<file path="config.mk">
export PLATFORM = sky130hd
export DESIGN_NAME = trap_ctrl_flat
export DESIGN_NICKNAME = d
export VERILOG_FILES = /design/src/rtl/trap_ctrl_pkg.sv /design/src/rtl/trap_ctrl_if.sv /design/src/rtl/trap_cause_enc.sv /design/src/rtl/trap_ctrl.sv /design/src/flat_wrapper.sv
export SDC_FILE = /design/constraint.sdc
export NUM_CORES = 1
export LEC_CHECK = 0
export ABC_AREA = 1
export CORE_AREA = 2 2 109 111
export CTS_BUF_LIST = sky130_fd_sc_hd__clkbuf_4
export DETAILED_ROUTE_END_ITERATION = 6
export DIE_AREA = 0 0 111 113
export DONT_BUFFER_PORTS = 1
export REMOVE_ABC_BUFFERS = 1
export SYNTH_ARGS = -nofsm -noshare
export SYNTH_HDL_FRONTEND = slang
export SYNTH_SLANG_ARGS = --single-unit
</file>
<file path="constraint.sdc">
create_clock -name clk -period 5.46 [get_ports clk]
set_input_delay 0.546 -clock clk [delete_from_list [all_inputs] [get_ports clk]]
set_output_delay 0.546 -clock clk [all_outputs]
set_load 0.05 [all_outputs]
</file>
<file path="src/rtl/trap_ctrl_pkg.sv">
`default_nettype none
// ============================================================================
// Package : trap_ctrl_pkg
// Brief   : Exception classes, cause codes, CSR addresses, privilege levels
//           and mstatus update helpers shared by the trap sequencer.
// Rev     : 1.0 - initial release
// ============================================================================
package trap_ctrl_pkg;

    // Exception classification from the EXE checker
    localparam logic [1:0] EXP_NONE = 2'd0;
    localparam logic [1:0] EXP_OP   = 2'd1;
    localparam logic [1:0] EXP_ERR  = 2'd2;

    // Synchronous exception cause codes
    localparam logic [3:0] EXP_INST_MISALIGN    = 4'd0;
    localparam logic [3:0] EXP_INST_FAULT       = 4'd1;
    localparam logic [3:0] EXP_ILLEGAL_INST     = 4'd2;
    localparam logic [3:0] EXP_BREAKPOINT       = 4'd3;
    localparam logic [3:0] EXP_LOAD_MISALIGN    = 4'd4;
    localparam logic [3:0] EXP_LOAD_FAULT       = 4'd5;
    localparam logic [3:0] EXP_STORE_MISALIGN   = 4'd6;
    localparam logic [3:0] EXP_STORE_FAULT      = 4'd7;
    localparam logic [3:0] EXP_ECALL_U          = 4'd8;
    localparam logic [3:0] EXP_ECALL_M          = 4'd11;
    localparam logic [3:0] EXP_INST_PAGE_FAULT  = 4'd12;
    localparam logic [3:0] EXP_LOAD_PAGE_FAULT  = 4'd13;
    localparam logic [3:0] EXP_NO_CAUSE         = 4'd14;
    localparam logic [3:0] EXP_STORE_PAGE_FAULT = 4'd15;

    // inst[31:7] of the system instructions that raise EXP_OP
    localparam logic [24:0] ECALL_PREFIX  = 25'h0000000;
    localparam logic [24:0] EBREAK_PREFIX = 25'h0002000;
    localparam logic [24:0] MRET_PREFIX   = 25'h0604000;

    localparam logic [11:0] CSR_MSTATUS = 12'h300;
    localparam logic [11:0] CSR_MTVEC   = 12'h305;
    localparam logic [11:0] CSR_MEPC    = 12'h341;
    localparam logic [11:0] CSR_MCAUSE  = 12'h342;
    localparam logic [11:0] CSR_MTVAL   = 12'h343;

    localparam logic [1:0] PRV_U = 2'b00;
    localparam logic [1:0] PRV_M = 2'b11;

    localparam int MSTATUS_MIE  = 3;
    localparam int MSTATUS_MPIE = 7;
    localparam int MSTATUS_MPP  = 11;

    typedef enum logic [2:0] {
        ST_IDLE      = 3'd0,
        ST_W_MEPC    = 3'd1,
        ST_W_MCAUSE  = 3'd2,
        ST_W_MTVAL   = 3'd3,
        ST_W_MSTATUS = 3'd4,
        ST_W_MRET    = 3'd5,
        ST_REDIRECT  = 3'd6
    } trap_state_e;

    function automatic logic [31:0] mstatus_on_trap(input logic [31:0] ms,
                                                    input logic [1:0]  cur_priv);
        logic [31:0] r;
        r                                  = ms;
        r[MSTATUS_MPIE]                    = ms[MSTATUS_MIE];
        r[MSTATUS_MIE]                     = 1'b0;
        r[MSTATUS_MPP+1:MSTATUS_MPP]       = cur_priv;
        return r;
    endfunction

    function automatic logic [31:0] mstatus_on_mret(input logic [31:0] ms);
        logic [31:0] r;
        r                                  = ms;
        r[MSTATUS_MIE]                     = ms[MSTATUS_MPIE];
        r[MSTATUS_MPIE]                    = 1'b1;
        r[MSTATUS_MPP+1:MSTATUS_MPP]       = PRV_U;
        return r;
    endfunction

endpackage
`default_nettype wire

</file>
<file path="src/rtl/trap_ctrl_if.sv">
`default_nettype none
// ============================================================================
// Interface : trap_ctrl_if
// Brief     : EXE-stage exception inputs, CSR write port and fetch redirect
//             bundle between the pipeline and the trap sequencer.
// Rev       : 1.0 - initial release
// ============================================================================
interface trap_ctrl_if #(
    parameter int XLEN = 32
);
    logic            exp_valid;
    logic [1:0]      exception;
    logic [3:0]      exp_code;
    logic [XLEN-1:0] exp_pc;
    logic [31:0]     exp_inst;
    logic [XLEN-1:0] exp_badaddr;
    logic [XLEN-1:0] mtvec_i;
    logic [XLEN-1:0] mepc_i;
    logic [XLEN-1:0] mstatus_i;

    logic            csr_we;
    logic [11:0]     csr_waddr;
    logic [XLEN-1:0] csr_wdata;
    logic            stall;
    logic            flush;
    logic            redirect_valid;
    logic [XLEN-1:0] redirect_pc;
    logic [1:0]      priv;

    // Pipeline side
    modport master (
        output exp_valid, exception, exp_code, exp_pc, exp_inst, exp_badaddr,
        output mtvec_i, mepc_i, mstatus_i,
        input  csr_we, csr_waddr, csr_wdata, stall, flush,
        input  redirect_valid, redirect_pc, priv
    );

    // Trap sequencer side
    modport slave (
        input  exp_valid, exception, exp_code, exp_pc, exp_inst, exp_badaddr,
        input  mtvec_i, mepc_i, mstatus_i,
        output csr_we, csr_waddr, csr_wdata, stall, flush,
        output redirect_valid, redirect_pc, priv
    );
endinterface
`default_nettype wire

</file>
<file path="src/rtl/trap_cause_enc.sv">
`default_nettype none
// ============================================================================
// Module : trap_cause_enc
// Brief  : Combinational classifier: decides whether the EXE instruction
//          requests a trap or an MRET, and resolves mcause and mtval.
// Rev    : 1.0 - initial release
// ============================================================================
module trap_cause_enc
    import trap_ctrl_pkg::*;
#(
    parameter int XLEN = 32
) (
    input  wire logic [1:0]      exception,
    input  wire logic [3:0]      exp_code,
    input  wire logic [31:0]     inst,
    input  wire logic [1:0]      priv,
    input  wire logic [XLEN-1:0] pc,
    input  wire logic [XLEN-1:0] badaddr,
    output logic                 req,
    output logic                 mret,
    output logic [3:0]           cause,
    output logic [XLEN-1:0]      mtval
);

    logic w_is_ecall;
    logic w_is_ebreak;
    logic w_is_mret;

    assign w_is_ecall  = (inst[31:7] == ECALL_PREFIX);
    assign w_is_ebreak = (inst[31:7] == EBREAK_PREFIX);
    assign w_is_mret   = (inst[31:7] == MRET_PREFIX);

    always_comb begin
        req   = 1'b0;
        mret  = 1'b0;
        cause = EXP_NO_CAUSE;
        case (exception)
            EXP_ERR: begin
                if (exp_code != EXP_NO_CAUSE) begin
                    req   = 1'b1;
                    cause = exp_code;
                end
            end
            EXP_OP: begin
                if (w_is_ecall) begin
                    req   = 1'b1;
                    cause = (priv == PRV_U) ? EXP_ECALL_U : EXP_ECALL_M;
                end else if (w_is_ebreak) begin
                    req   = 1'b1;
                    cause = EXP_BREAKPOINT;
                end else if (w_is_mret) begin
                    req = 1'b1;
                    // MRET from user mode is an illegal instruction
                    if (priv == PRV_M) begin
                        mret = 1'b1;
                    end else begin
                        cause = EXP_ILLEGAL_INST;
                    end
                end
            end
            default: ;
        endcase
    end

    always_comb begin
        mtval = '0;
        case (cause)
            EXP_LOAD_MISALIGN, EXP_LOAD_FAULT, EXP_STORE_MISALIGN,
            EXP_STORE_FAULT, EXP_LOAD_PAGE_FAULT, EXP_STORE_PAGE_FAULT:
                mtval = badaddr;
            EXP_ILLEGAL_INST:
                mtval = inst;
            EXP_BREAKPOINT:
                mtval = pc;
            default:
                mtval = '0;
        endcase
    end

endmodule
`default_nettype wire

</file>
<file path="src/rtl/trap_ctrl.sv">
`default_nettype none
// ============================================================================
// Module : trap_ctrl
// Brief  : Multi-cycle trap/MRET sequencer: stalls the pipeline, writes the
//          machine trap CSRs one per cycle, then flushes and redirects fetch.
// Rev    : 1.0 - initial release
// ============================================================================
module trap_ctrl
    import trap_ctrl_pkg::*;
#(
    parameter int XLEN = 32
) (
    input  wire logic  clk,
    input  wire logic  rst,
    trap_ctrl_if.slave bus
);

    trap_state_e     r_state;
    trap_state_e     w_state_next;
    logic [1:0]      r_priv;
    logic [XLEN-1:0] r_pc;
    logic [3:0]      r_cause;
    logic [XLEN-1:0] r_mtval;
    logic            r_is_mret;

    logic            w_enc_req;
    logic            w_enc_mret;
    logic [3:0]      w_enc_cause;
    logic [XLEN-1:0] w_enc_mtval;
    logic            w_req;

    logic            w_csr_we;
    logic [11:0]     w_csr_waddr;
    logic [XLEN-1:0] w_csr_wdata;
    logic            w_stall;
    logic            w_flush;
    logic            w_redirect_valid;
    logic [XLEN-1:0] w_redirect_pc;

    trap_cause_enc #(
        .XLEN (XLEN)
    ) u_cause_enc (
        .exception (bus.exception),
        .exp_code  (bus.exp_code),
        .inst      (bus.exp_inst),
        .priv      (r_priv),
        .pc        (bus.exp_pc),
        .badaddr   (bus.exp_badaddr),
        .req       (w_enc_req),
        .mret      (w_enc_mret),
        .cause     (w_enc_cause),
        .mtval     (w_enc_mtval)
    );

    // Held-off while reset is asserted so every output reads zero in reset
    assign w_req = bus.exp_valid & w_enc_req & ~rst;

    always_ff @(posedge clk or posedge rst) begin
        if (rst) begin
            r_state <= ST_IDLE;
        end else begin
            r_state <= w_state_next;
        end
    end

    always_ff @(posedge clk or posedge rst) begin
        if (rst) begin
            r_priv    <= PRV_M;
            r_pc      <= '0;
            r_cause   <= '0;
            r_mtval   <= '0;
            r_is_mret <= 1'b0;
        end else begin
            if ((r_state == ST_IDLE) && w_req) begin
                r_pc      <= bus.exp_pc;
                r_cause   <= w_enc_cause;
                r_mtval   <= w_enc_mtval;
                r_is_mret <= w_enc_mret;
            end
            if (r_state == ST_W_MSTATUS) begin
                r_priv <= PRV_M;
            end else if (r_state == ST_W_MRET) begin
                r_priv <= bus.mstatus_i[MSTATUS_MPP+1:MSTATUS_MPP];
            end
        end
    end

    always_comb begin
        w_state_next     = r_state;
        w_csr_we         = 1'b0;
        w_csr_waddr      = '0;
        w_csr_wdata      = '0;
        w_stall          = 1'b0;
        w_flush          = 1'b0;
        w_redirect_valid = 1'b0;
        w_redirect_pc    = '0;
        case (r_state)
            ST_IDLE: begin
                if (w_req) begin
                    w_stall      = 1'b1;
                    w_state_next = w_enc_mret ? ST_W_MRET : ST_W_MEPC;
                end
            end
            ST_W_MEPC: begin
                w_stall      = 1'b1;
                w_csr_we     = 1'b1;
                w_csr_waddr  = CSR_MEPC;
                w_csr_wdata  = {r_pc[XLEN-1:2], 2'b00};
                w_state_next = ST_W_MCAUSE;
            end
            ST_W_MCAUSE: begin
                w_stall      = 1'b1;
                w_csr_we     = 1'b1;
                w_csr_waddr  = CSR_MCAUSE;
                w_csr_wdata  = {{(XLEN-4){1'b0}}, r_cause};
                w_state_next = ST_W_MTVAL;
            end
            ST_W_MTVAL: begin
                w_stall      = 1'b1;
                w_csr_we     = 1'b1;
                w_csr_waddr  = CSR_MTVAL;
                w_csr_wdata  = r_mtval;
                w_state_next = ST_W_MSTATUS;
            end
            ST_W_MSTATUS: begin
                w_stall      = 1'b1;
                w_csr_we     = 1'b1;
                w_csr_waddr  = CSR_MSTATUS;
                w_csr_wdata  = mstatus_on_trap(bus.mstatus_i, r_priv);
                w_state_next = ST_REDIRECT;
            end
            ST_W_MRET: begin
                w_stall      = 1'b1;
                w_csr_we     = 1'b1;
                w_csr_waddr  = CSR_MSTATUS;
                w_csr_wdata  = mstatus_on_mret(bus.mstatus_i);
                w_state_next = ST_REDIRECT;
            end
            ST_REDIRECT: begin
                w_flush          = 1'b1;
                w_redirect_valid = 1'b1;
                w_redirect_pc    = r_is_mret ? bus.mepc_i
                                             : {bus.mtvec_i[XLEN-1:2], 2'b00};
                w_state_next     = ST_IDLE;
            end
            default: begin
                w_state_next = ST_IDLE;
            end
        endcase
    end

    assign bus.csr_we         = w_csr_we;
    assign bus.csr_waddr      = w_csr_waddr;
    assign bus.csr_wdata      = w_csr_wdata;
    assign bus.stall          = w_stall;
    assign bus.flush          = w_flush;
    assign bus.redirect_valid = w_redirect_valid;
    assign bus.redirect_pc    = w_redirect_pc;
    assign bus.priv           = r_priv;

endmodule
`default_nettype wire

</file>
<file path="src/flat_wrapper.sv">
// flat-port wrapper written by rule: the top's interface ports become plain ports
module trap_ctrl_flat import trap_ctrl_pkg::*;
#(
    parameter int XLEN = 32
)
  (clk, rst, bus_exp_valid, bus_exception, bus_exp_code, bus_exp_pc, bus_exp_inst, bus_exp_badaddr, bus_mtvec_i, bus_mepc_i, bus_mstatus_i, bus_csr_we, bus_csr_waddr, bus_csr_wdata, bus_stall, bus_flush, bus_redirect_valid, bus_redirect_pc, bus_priv);
  trap_ctrl_if #(.XLEN(XLEN)) bus_i ();
  input  wire logic clk;
  input  wire logic rst;
  input wire logic [$bits(bus_i.exp_valid)-1:0] bus_exp_valid;
  input wire logic [$bits(bus_i.exception)-1:0] bus_exception;
  input wire logic [$bits(bus_i.exp_code)-1:0] bus_exp_code;
  input wire logic [$bits(bus_i.exp_pc)-1:0] bus_exp_pc;
  input wire logic [$bits(bus_i.exp_inst)-1:0] bus_exp_inst;
  input wire logic [$bits(bus_i.exp_badaddr)-1:0] bus_exp_badaddr;
  input wire logic [$bits(bus_i.mtvec_i)-1:0] bus_mtvec_i;
  input wire logic [$bits(bus_i.mepc_i)-1:0] bus_mepc_i;
  input wire logic [$bits(bus_i.mstatus_i)-1:0] bus_mstatus_i;
  output wire logic [$bits(bus_i.csr_we)-1:0] bus_csr_we;
  output wire logic [$bits(bus_i.csr_waddr)-1:0] bus_csr_waddr;
  output wire logic [$bits(bus_i.csr_wdata)-1:0] bus_csr_wdata;
  output wire logic [$bits(bus_i.stall)-1:0] bus_stall;
  output wire logic [$bits(bus_i.flush)-1:0] bus_flush;
  output wire logic [$bits(bus_i.redirect_valid)-1:0] bus_redirect_valid;
  output wire logic [$bits(bus_i.redirect_pc)-1:0] bus_redirect_pc;
  output wire logic [$bits(bus_i.priv)-1:0] bus_priv;
  assign bus_i.exp_valid = bus_exp_valid;
  assign bus_i.exception = bus_exception;
  assign bus_i.exp_code = bus_exp_code;
  assign bus_i.exp_pc = bus_exp_pc;
  assign bus_i.exp_inst = bus_exp_inst;
  assign bus_i.exp_badaddr = bus_exp_badaddr;
  assign bus_i.mtvec_i = bus_mtvec_i;
  assign bus_i.mepc_i = bus_mepc_i;
  assign bus_i.mstatus_i = bus_mstatus_i;
  assign bus_csr_we = bus_i.csr_we;
  assign bus_csr_waddr = bus_i.csr_waddr;
  assign bus_csr_wdata = bus_i.csr_wdata;
  assign bus_stall = bus_i.stall;
  assign bus_flush = bus_i.flush;
  assign bus_redirect_valid = bus_i.redirect_valid;
  assign bus_redirect_pc = bus_i.redirect_pc;
  assign bus_priv = bus_i.priv;
  trap_ctrl #(.XLEN(XLEN)) u_core (.clk(clk), .rst(rst), .bus(bus_i));
endmodule
</file>
==> Word-level counts from Yosys, hierarchy flattened <==
Index checks and enable logic that the tools add are counted.
{ "classes": {"n_mux": 31, "bitwise_logic": 3, "n_reduce_logical": 8, "eq_ne": 21} }
{ "op_table": {"columns": ["operator", "n"], "rows": [
  ["32-bit case mux with 5 select lines", 1],
  ["32-bit case mux with 3 select lines", 1],
  ["32-bit two-way mux", 2],
  ["10-bit case mux with 4 select lines", 1],
  ["25-bit by 14-bit equality test with 1-bit output, second input constant", 1],
  ["25-bit by 23-bit equality test with 1-bit output, second input constant", 1],
  ["25-bit logical NOT", 1],
  ["4-bit two-way mux", 5],
  ["4-bit by 3-bit equality test with 1-bit output, second input constant", 4],
  ["3-bit case mux with 5 select lines", 1],
  ["1-bit two-way mux", 12],
  ["3-bit equality test, second input constant", 3],
  ["4-bit by 2-bit equality test with 1-bit output, second input constant", 2],
  ["4-bit equality test, second input constant", 2],
  ["4-bit case mux with 2 select lines", 1],
  ["3-bit by 2-bit equality test with 1-bit output, second input constant", 2],
  ["2-bit two-way mux", 3],
  ["3-bit two-way mux", 2],
  ["6-bit OR reduction", 1],
  ["5-bit OR reduction", 1],
  ["2-bit equality test, second input constant", 2],
  ["4-bit != test, second input constant", 1],
  ["1-bit case mux with 2 select lines", 2],
  ["3-bit by 1-bit equality test with 1-bit output, second input constant", 1],
  ["other kinds (9)", 10]
]} }
{ "word_totals": {"inputBits": 201, "wordCells": 69, "ff_bits": 74} }

==> Depth between registers and ports, before layout <==
Gate-level depths: netlist (run 1).
{ "depth": {"word_depth": 9, "depth_mapped": 14} }

==> Hierarchy <==
From an unflattened synthesis (run 1), not the netlist that was laid out.
{ "hier_totals": {"hier_cells": 932, "area_unflattened_um2": 5778.0} }
{ "modules_own_cells": {"columns": ["mod", "area_each_um2", "cells_per_inst", "instances"], "rows": [
  ["trap_ctrl", 4498.1, 692, 1],
  ["trap_cause_enc", 1280.0, 240, 1]
]} }

==> Worst setup path before layout (run 1) <==
Ideal clock, no wire load.
{ "synth_path": {"path_type": "register to output", "startpoint": "reg u_core.r_state[2]", "endpoint": "out bus_redirect_pc[23]", "t_arrival_ns": 3.062, "path_buffers": 1, "path_stages_with_launch": 6, "path_slack_ns": 1.852, "cell_sequence": "dfrtp_1 inv_1 nor3_1 inv_1 clkbuf_1 a21oi_1"} }
{ "synth_via": {"elab_chain_cells": 2} }
{ "synth_lines": {"columns": ["element", "line", "text"], "rows": [
  ["start, declared", "trap_ctrl.sv:18", "trap_state_e r_state;"],
  ["start signal, assigned", "trap_ctrl.sv:62", "r_state <= w_state_next;"],
  ["3-bit equality test", "trap_ctrl.sv:97", "case (r_state)"],
  ["32-bit two-way mux", "trap_ctrl.sv:97", null],
  ["end, declared", "flat_wrapper.sv:25", "output wire logic [$bits(bus_i.redirect_pc)-1:0] bus_redirect_pc;"]
]} }
Every way passes these cells.

==> Worst setup path after layout (run 1) <==
{ "layout_path": {"startpoint": "reg u_core.r_state[0]", "endpoint": "out bus_csr_wdata[2]"} }
{ "layout_via": {"elab_chain_cells": 2} }
{ "layout_lines": {"columns": ["element", "line", "text"], "rows": [
  ["3-bit equality test, or another cell as far along", "trap_ctrl.sv:97", null],
  ["32-bit case mux with 5 select lines *", "trap_ctrl.sv:97", null],
  ["end, declared", "flat_wrapper.sv:21", "output wire logic [$bits(bus_i.csr_wdata)-1:0] bus_csr_wdata;"]
]} }
Mark *: on every way between the ends. The rest lies on a longest branch, timed or not.

==> flow_metrics.py, run 1 <==
metrics = {
    "synth": {
        "synth_top_flop_cell": "dfrtp_1",
        "syn_inst": 807,
        "ys_warn_count": 0,
        "ys_types": 33,
        "synthTopCellsByArea": "dfrtp_1 (34%), nand2_1 (25%), nand3_1 (10%)",
        "syn_area_um2": 5220,
        "synth-edff-count": 0,
        "synth_top_area_cell": "dfrtp_1",
        "synth_top_area_share_pct": 33.5,
        "synthArstFlopShare_pct": 100,
        "seq_area_frac_synth_pct": 34.5,
        "avgSynthCellArea_um2": 6.47,
        "ys_ff_latch": 72,
    },
    "clock_tree": {
        "cts_tree": "done",
        "post_cts_buffers": 0,
        "hold_buffers": 0,
        "ctsRootBufferMaster": "clkbuf_4",
        "clk_latency_ps": 460,
        "cts-resized-gates": 0,
        "clk_path_buf_depth": 2,
        "clk_pin_slew_worst_paths_ps": 130,
        "h-tree-depth": 3,
        "clock-sinks": 72,
        "cts_buffers": 9,
    },
    "floorplan": {
        "die_area_um2": 12500,
        "row_count": 39,
        "io_pins": 283,
        "dieWidth_um": 111,
        "initial_utilization_pct": 46.3,
        "core_area_um2": 11300,
        "die_h_um": 113,
    },
    "cells_and_area": {
        "fin_area_um2": 5310,
        "drive_gt1_share_pct": 7.32,
        "finalNetCount": 980,
        "syn2layout_area_growth_pct": 1.70,
    },
    "drt": {
        "antenna_left": 0,
        "routedWlPerCell_um": 20.8,
        "route.detailed.drc": 0,
        "vias_per_cell": 6.00,
        "dr.first_iter.drc_count": 457,
        "via_count": 5542,
        "dr.pass1.iters": 7,
        "totalWireLength_um": 19200,
    },
    "min_path": {
        "worst_hold_path_type": "in2async",
    },
    "worst_setup_path": {
        "rrSetupSlack_ps": 2300,
        "cp_cell_sequence": "inv_1 > nor3_2 > buf_4 > a22oi_1 > a31oi_1",
        "critical_path_class": "reg2out",
        "cp-end-kind": "primary output",
        "worstSetupStartpointType": "flop",
        "cpPeakStageDelay_ps": 950,
        "cp_data_required_time_ps": 4910,
        "critical-path-top-delay-family": "compound AO/OA/AOI/OAI gates",
        "crit_arrival_ps": 3530,
        "worst-path-buf-inv": 2,
        "path_max_fanout": 22,
        "crit_slowest_cell": "a31oi_1",
    },
    "grt": {
        "grt_pass1_vias": 5098,
        "grt_overflow": 0,
        "track_usage_pct": 30.1,
        "antenna_found_initial": 2,
        "grt_max_degree": 75,
        "grt_pass1_wl_um": 29200,
    },
    "sta": {
        "clock.fmax_ghz": 0.245,
        "finalCritPeriodShare_pct": 74.7,
        "worst_pin_slew_ps": 1300,
        "fin_tns_setup_ps": 0,
        "rsz0062_at_grt": "false",
        "min_period_ps": 4080,
        "slew-limit-headroom_pct": 12.9,
        "hold_viol": 0,
        "slew_viol_final": 0,
        "skew_ps": 17.6,
        "setup_viol": 0,
    },
    "placement": {
        "dpl.hpwl_um": 13300,
        "gp_congestion": 0.925,
        "postPlaceCellArea_um2": 5200,
        "io_buffers": 0,
    },
    "power_and_ir_drop": {
        "power.density_nw_per_um2": 433,
        "p_leak_nw": 2.49,
        "vdd_drop_max_mv": 0.620,
        "p_int_mw": 1.08,
        "p_seq_share_pct": 40.3,
        "power_switching_mw": 1.21,
        "p_clk_share_pct": 13.0,
        "netSwitchingFraction_pct": 52.8,
        "power_frac_comb_pct": 46.7,
    },
    "job": {
        "max_cap_violations": 0,
    },
    "outcome": {
        "status": "completed",
    },
}
## area by class of cell
class | instances | area [um2]
fill | 1150 | 5960
multi-input combinational | 646 | 2990
sequential | 72 | 1800
tap | 143 | 179
timing repair buffer | 16 | 120
inverter | 29 | 109
clock buffer | 11 | 82.6
clock inverter | 5 | 25.0
antenna | 2 | 5.00
## kinds of logic (layout without fill, tap and decap cells)
logic type               Yosys count  in the layout  share of synthesized area, %
buffers and inverters             95             61                          9.06
adder cells (fa/ha/maj)            5              5                          1.20
other                              1              9                        0.0718
AO/OA/AOI/OAI                     80             80                          8.91
flip-flops                        72             72                          34.5
AND/OR/NAND/NOR                  554            554                          46.2
## synthesized netlist by cell type (2+ instances only)
| library cell | n |
|---|---|
| clkbuf_1 | 34 |
| nor2_2 | 5 |
| nand2_1 | 344 |
| dfrtp_1 | 70 |
| nand3_2 | 2 |
| buf_2 | 9 |
| nand2_4 | 2 |
| inv_2 | 2 |
| a31oi_1 | 24 |
| nor3_2 | 2 |
| nor3_1 | 6 |
| or2_2 | 2 |
| nand2_2 | 3 |
| buf_4 | 14 |
| nand3_1 | 104 |
| nor2_4 | 2 |
| o21ai_0 | 10 |
| nand4_1 | 36 |
| dfstp_2 | 2 |
| a21oi_1 | 36 |
| nor2_1 | 42 |
| a221oi_1 | 7 |
| inv_1 | 27 |
| buf_1 | 2 |
| nand3b_1 | 2 |
| ha_1 | 5 |
| buf_6 | 7 |
## path summary, 6_finish.rpt
kind,from,cells past startpoint,end
worst max register to register,u_core.r_state[2],7,u_core.r_is_mret
worst max-delay path,u_core.r_state[0],5,bus_csr_wdata[2]
min in group clk,bus_exp_pc[16],2,u_core.r_pc[16]
worst min register to register,u_core.r_pc[3],2,u_core.r_pc[3]
worst min-delay path,rst,1,u_core.r_mtval[10]
max in group asynchronous,rst,2,u_core.r_pc[20]
## metrics by stage
stage               std cells  hold slack [ps]  setup slack [ps]  power [mW]  util, %
global route              924              110              1240        2.46     47.1
detailed placement        906              465              1730        2.00     46.1
floorplan                 747              449              37.7        1.73        -
CTS                       922             85.7              1410        2.31     47.1
global placement          906              462              1800        1.99     46.1
finish                    924             67.7              1380        2.30     47.1
## power groups by stage
| stage | Clock, mW | Sequential, mW | Combinational (mW) |
|---|---|---|---|
| 4_1_cts | 0.303 | 0.924 | 1.08 |
| 6_report | 0.298 | 0.926 | 1.07 |
| 3_3_place_gp | 0 | 0.925 | 1.06 |
| 3_5_place_dp | 0 | 0.931 | 1.07 |
| 2_1_floorplan | 0 | 0.887 | 0.845 |
| 5_1_grt | 0.327 | 0.955 | 1.18 |
## routing by layer
metal / global-route usage [%] / part of all wire, % / up-vias
li1: - / - / 2588
met1: 39.3 / 40 / 2599
met2: 48.9 / 48 / 317
met3: 6.70 / 9.0 / 38
met4: 12.3 / 3.0 / 0
met5: 0 / 0 / -
## worst register-to-register path, stage by stage (launching register included)
cell and delay, ps:
dfrtp_1 530, inv_1 200, nand2_1 100, inv_1 90
nand3_2 390, buf_4 450, inv_2 990, o21ai_0 240
## sequential cells by signal (all words and copies together) (netlist names)
| name | flops |
|---|---|
| u_core.r_is_mret | 1 |
| u_core.r_mtval | 32 |
| u_core.bus.priv | 2 |
| u_core.r_cause | 4 |
| u_core.r_state | 3 |
| u_core.r_pc | 30 |
## cell usage in the layout, fill, tap and decap left out, types with 3 or more instances in the layout
master    count
a21oi_1      36
ha_1          5
dfrtp_1      70
a31oi_1      24
nor2_2        6
buf_4        16
clkbuf_4     11
inv_2         3
nor3_2        3
inv_1        26
nor2_1       41
nor3_1        4
nand3_1     104
o21ai_0      10
nand2_1     344
nand4_1      36
nand2_2       3
conb_1        7
a221oi_1      7
No activity file was read; power rests on OpenSTA's default activity.
==> run 2, diff against run 1 <==
==> constraint.sdc (replaced) <==
create_clock -name clk -period 3.5 [get_ports clk]
set_input_delay 0.35 -clock clk [delete_from_list [all_inputs] [get_ports clk]]
set_output_delay 0.35 -clock clk [all_outputs]
set_load 0.05 [all_outputs]
==> flow_metrics.py, run 2 (same netlist as run 1, synthesis figures left out) <==
metrics = {
    "drt": {
        "via_count": 5916,
        "dr.pass1.iters": 5,
        "route.detailed.drc": 0,
        "routedWlPerCell_um": 19.6,
        "antenna_left": 0,
        "dr.first_iter.drc_count": 548,
        "vias_per_cell": 5.86,
        "totalWireLength_um": 19800,
    },
    "cells_and_area": {
        "final_cell_mix": "nand2_1 (344), nand3_1 (104), buf_4 (77), dfrtp_1 (70), nor2_1 (41)",
        "top_regs": "u_core.r_mtval x32, u_core.r_pc x30, u_core.r_cause x4",
        "syn2layout_area_growth_pct": 16.6,
        "final_common_cell": "nand2_1",
        "regArea_um2": 1800,
        "multiInputGateArea_um2": 2990,
        "fillers": 1172,
        "largest_reg_flops": 32,
        "final_util_pct": 54.0,
        "finalNetCount": 1066,
        "fin_area_um2": 6090,
        "drive_gt1_share_pct": 13.9,
        "regMostFlops": "u_core.r_mtval",
        "stdcell_count": 1009,
    },
    "worst_setup_path": {
        "worst-path-buf-inv": 4,
        "critical_path_class": "reg2out",
        "r2r-start": "u_core.bus.priv[1]",
        "r2r_end": "u_core.r_mtval[0]",
        "rrSetupSlack_ps": 710,
        "ff2ff_path_depth": 12,
        "critical-path-top-delay-family": "buffers and inverters",
        "path_max_fanout": 31,
        "cpPeakStageDelay_ps": 550,
        "path_depth": 7,
        "worstSetupStartpoint": "u_core.r_state[0]",
        "crit_top_cell": "inv_1",
        "crit_slowest_cell": "inv_2",
        "cp_cell_sequence": "inv_1 > nor3_4 > inv_1 > nand2_1 > inv_2 > a31oi_1 > buf_4",
        "cp_data_required_time_ps": 3150,
        "worstSetupStartpointType": "flop",
        "cp-end-kind": "primary output",
        "crit_end": "bus_csr_wdata[30]",
        "crit_arrival_ps": 2540,
    },
    "clock_tree": {
        "clk_latency_ps": 450,
        "cts-resized-gates": 0,
        "clk_path_buf_depth": 2,
        "cts_tree": "done",
        "h-tree-depth": 3,
        "clock-sinks": 72,
        "clk_pin_slew_worst_paths_ps": 110,
        "cts_buffers": 9,
        "ctsRootBufferMaster": "clkbuf_4",
    },
    "floorplan": {
        "core_area_um2": 11300,
        "die_area_um2": 12500,
        "io_pins": 283,
        "die_h_um": 113,
        "initial_utilization_pct": 46.3,
        "row_count": 39,
        "dieWidth_um": 111,
    },
    "power_and_ir_drop": {
        "power.density_nw_per_um2": 641,
        "finalPower_mw": 3.90,
        "p_leak_nw": 2.95,
        "vdd_drop_max_mv": 0.999,
    },
    "sta": {
        "hold_viol": 0,
        "skew_ps": 19.5,
        "slew-limit-headroom_pct": 34.1,
        "worst_pin_slew_ps": 985,
        "finalCritPeriodShare_pct": 82.5,
        "setup_viol": 0,
        "slew_viol_final": 0,
        "min_period_ps": 2890,
        "fin_ws_ps": 614,
        "clock.fmax_ghz": 0.347,
        "rsz0062_at_grt": "false",
    },
    "placement": {
        "gp_congestion": 0.936,
        "dpl.hpwl_um": 13800,
        "postPlaceCellArea_um2": 5700,
        "preCtsSetupSlack_ps": 776,
        "place_inst": 969,
        "io_buffers": 0,
    },
    "grt": {
        "track_usage_pct": 31.2,
        "grt_overflow": 0,
        "antenna_found_initial": 1,
        "grt_max_degree": 75,
        "grt_pass1_wl_um": 30800,
        "grt_pass1_vias": 5688,
    },
    "outcome": {
        "status": "completed",
    },
    "job": {
        "max_cap_violations": 0,
    },
    "min_path": {
        "worst_hold_path_type": "in2reg",
    },
}
## run 2: cell count changes in the layout (fill, tap and decap cells not counted), moves of 2 or more
cell | previous run | this run
buf_12 | 0 | 2
buf_4 | 16 | 77
bufinv_16 | 0 | 2
dlygate4sd3_1 | 0 | 23
clkinv_2 | 2 | 0
## run 2: layer usage
layer  global-route usage, %  part of all wire, %  up-vias
li1                        -                    -     2759
met1                    39.6                   39     2768
met2                    52.2                   48      353
met3                    6.91                  9.9       36
met4                    12.4                  2.9        0
met5                       0                    0        -
## run 2: worst register-to-register path: cells and delay by family, from the launching register on
kind                   cells  cell delay, ps
AND/OR/NAND/NOR           11            1610
flip-flops                 1             780
buffers and inverters      1             350
## run 2: through the flow
| step | setup TNS, ps | hold slack (ps) |
|---|---|---|
| 2_1_floorplan | -55360 | 449 |
| 6_report | 0 | 28.6 |
| 4_1_cts | 0 | 1.46 |
| 3_5_place_dp | 0 | 304 |
| 5_1_grt | 0 | 14.2 |
| 3_3_place_gp | 0 | 303 |
## run 2: cell type report
cell class	count	area share, %
timing repair buffer	102	13.9
tap	143	2.94
antenna	1	0.0411
sequential	72	29.6
multi-input combinational	646	49.1
clock inverter	6	1.38
inverter	29	1.79
clock buffer	10	1.23
## run 2: worst min-delay path by stage
stage                          from                 to  cells after the start
floorplan           u_core.r_pc[11]    u_core.r_pc[11]                      2
global placement                rst  u_core.r_state[2]                      1
detailed placement              rst  u_core.r_state[2]                      1
CTS                  bus_exp_pc[11]    u_core.r_pc[11]                      2
global route         bus_exp_pc[17]    u_core.r_pc[17]                      2
finish               bus_exp_pc[11]    u_core.r_pc[11]                      2
## run 2: where the power goes
group          total, mW  switching, mW  internal (mW)
Clock              0.605          0.311          0.294
Sequential          1.40          0.246           1.16
Combinational       1.89           1.39          0.508
Total               3.90           1.94           1.96
## run 2: timing repair
item,CTS,global route
endpoints found under the hold margin,46,0
buffers inserted,0,0
hold buffers,23,0
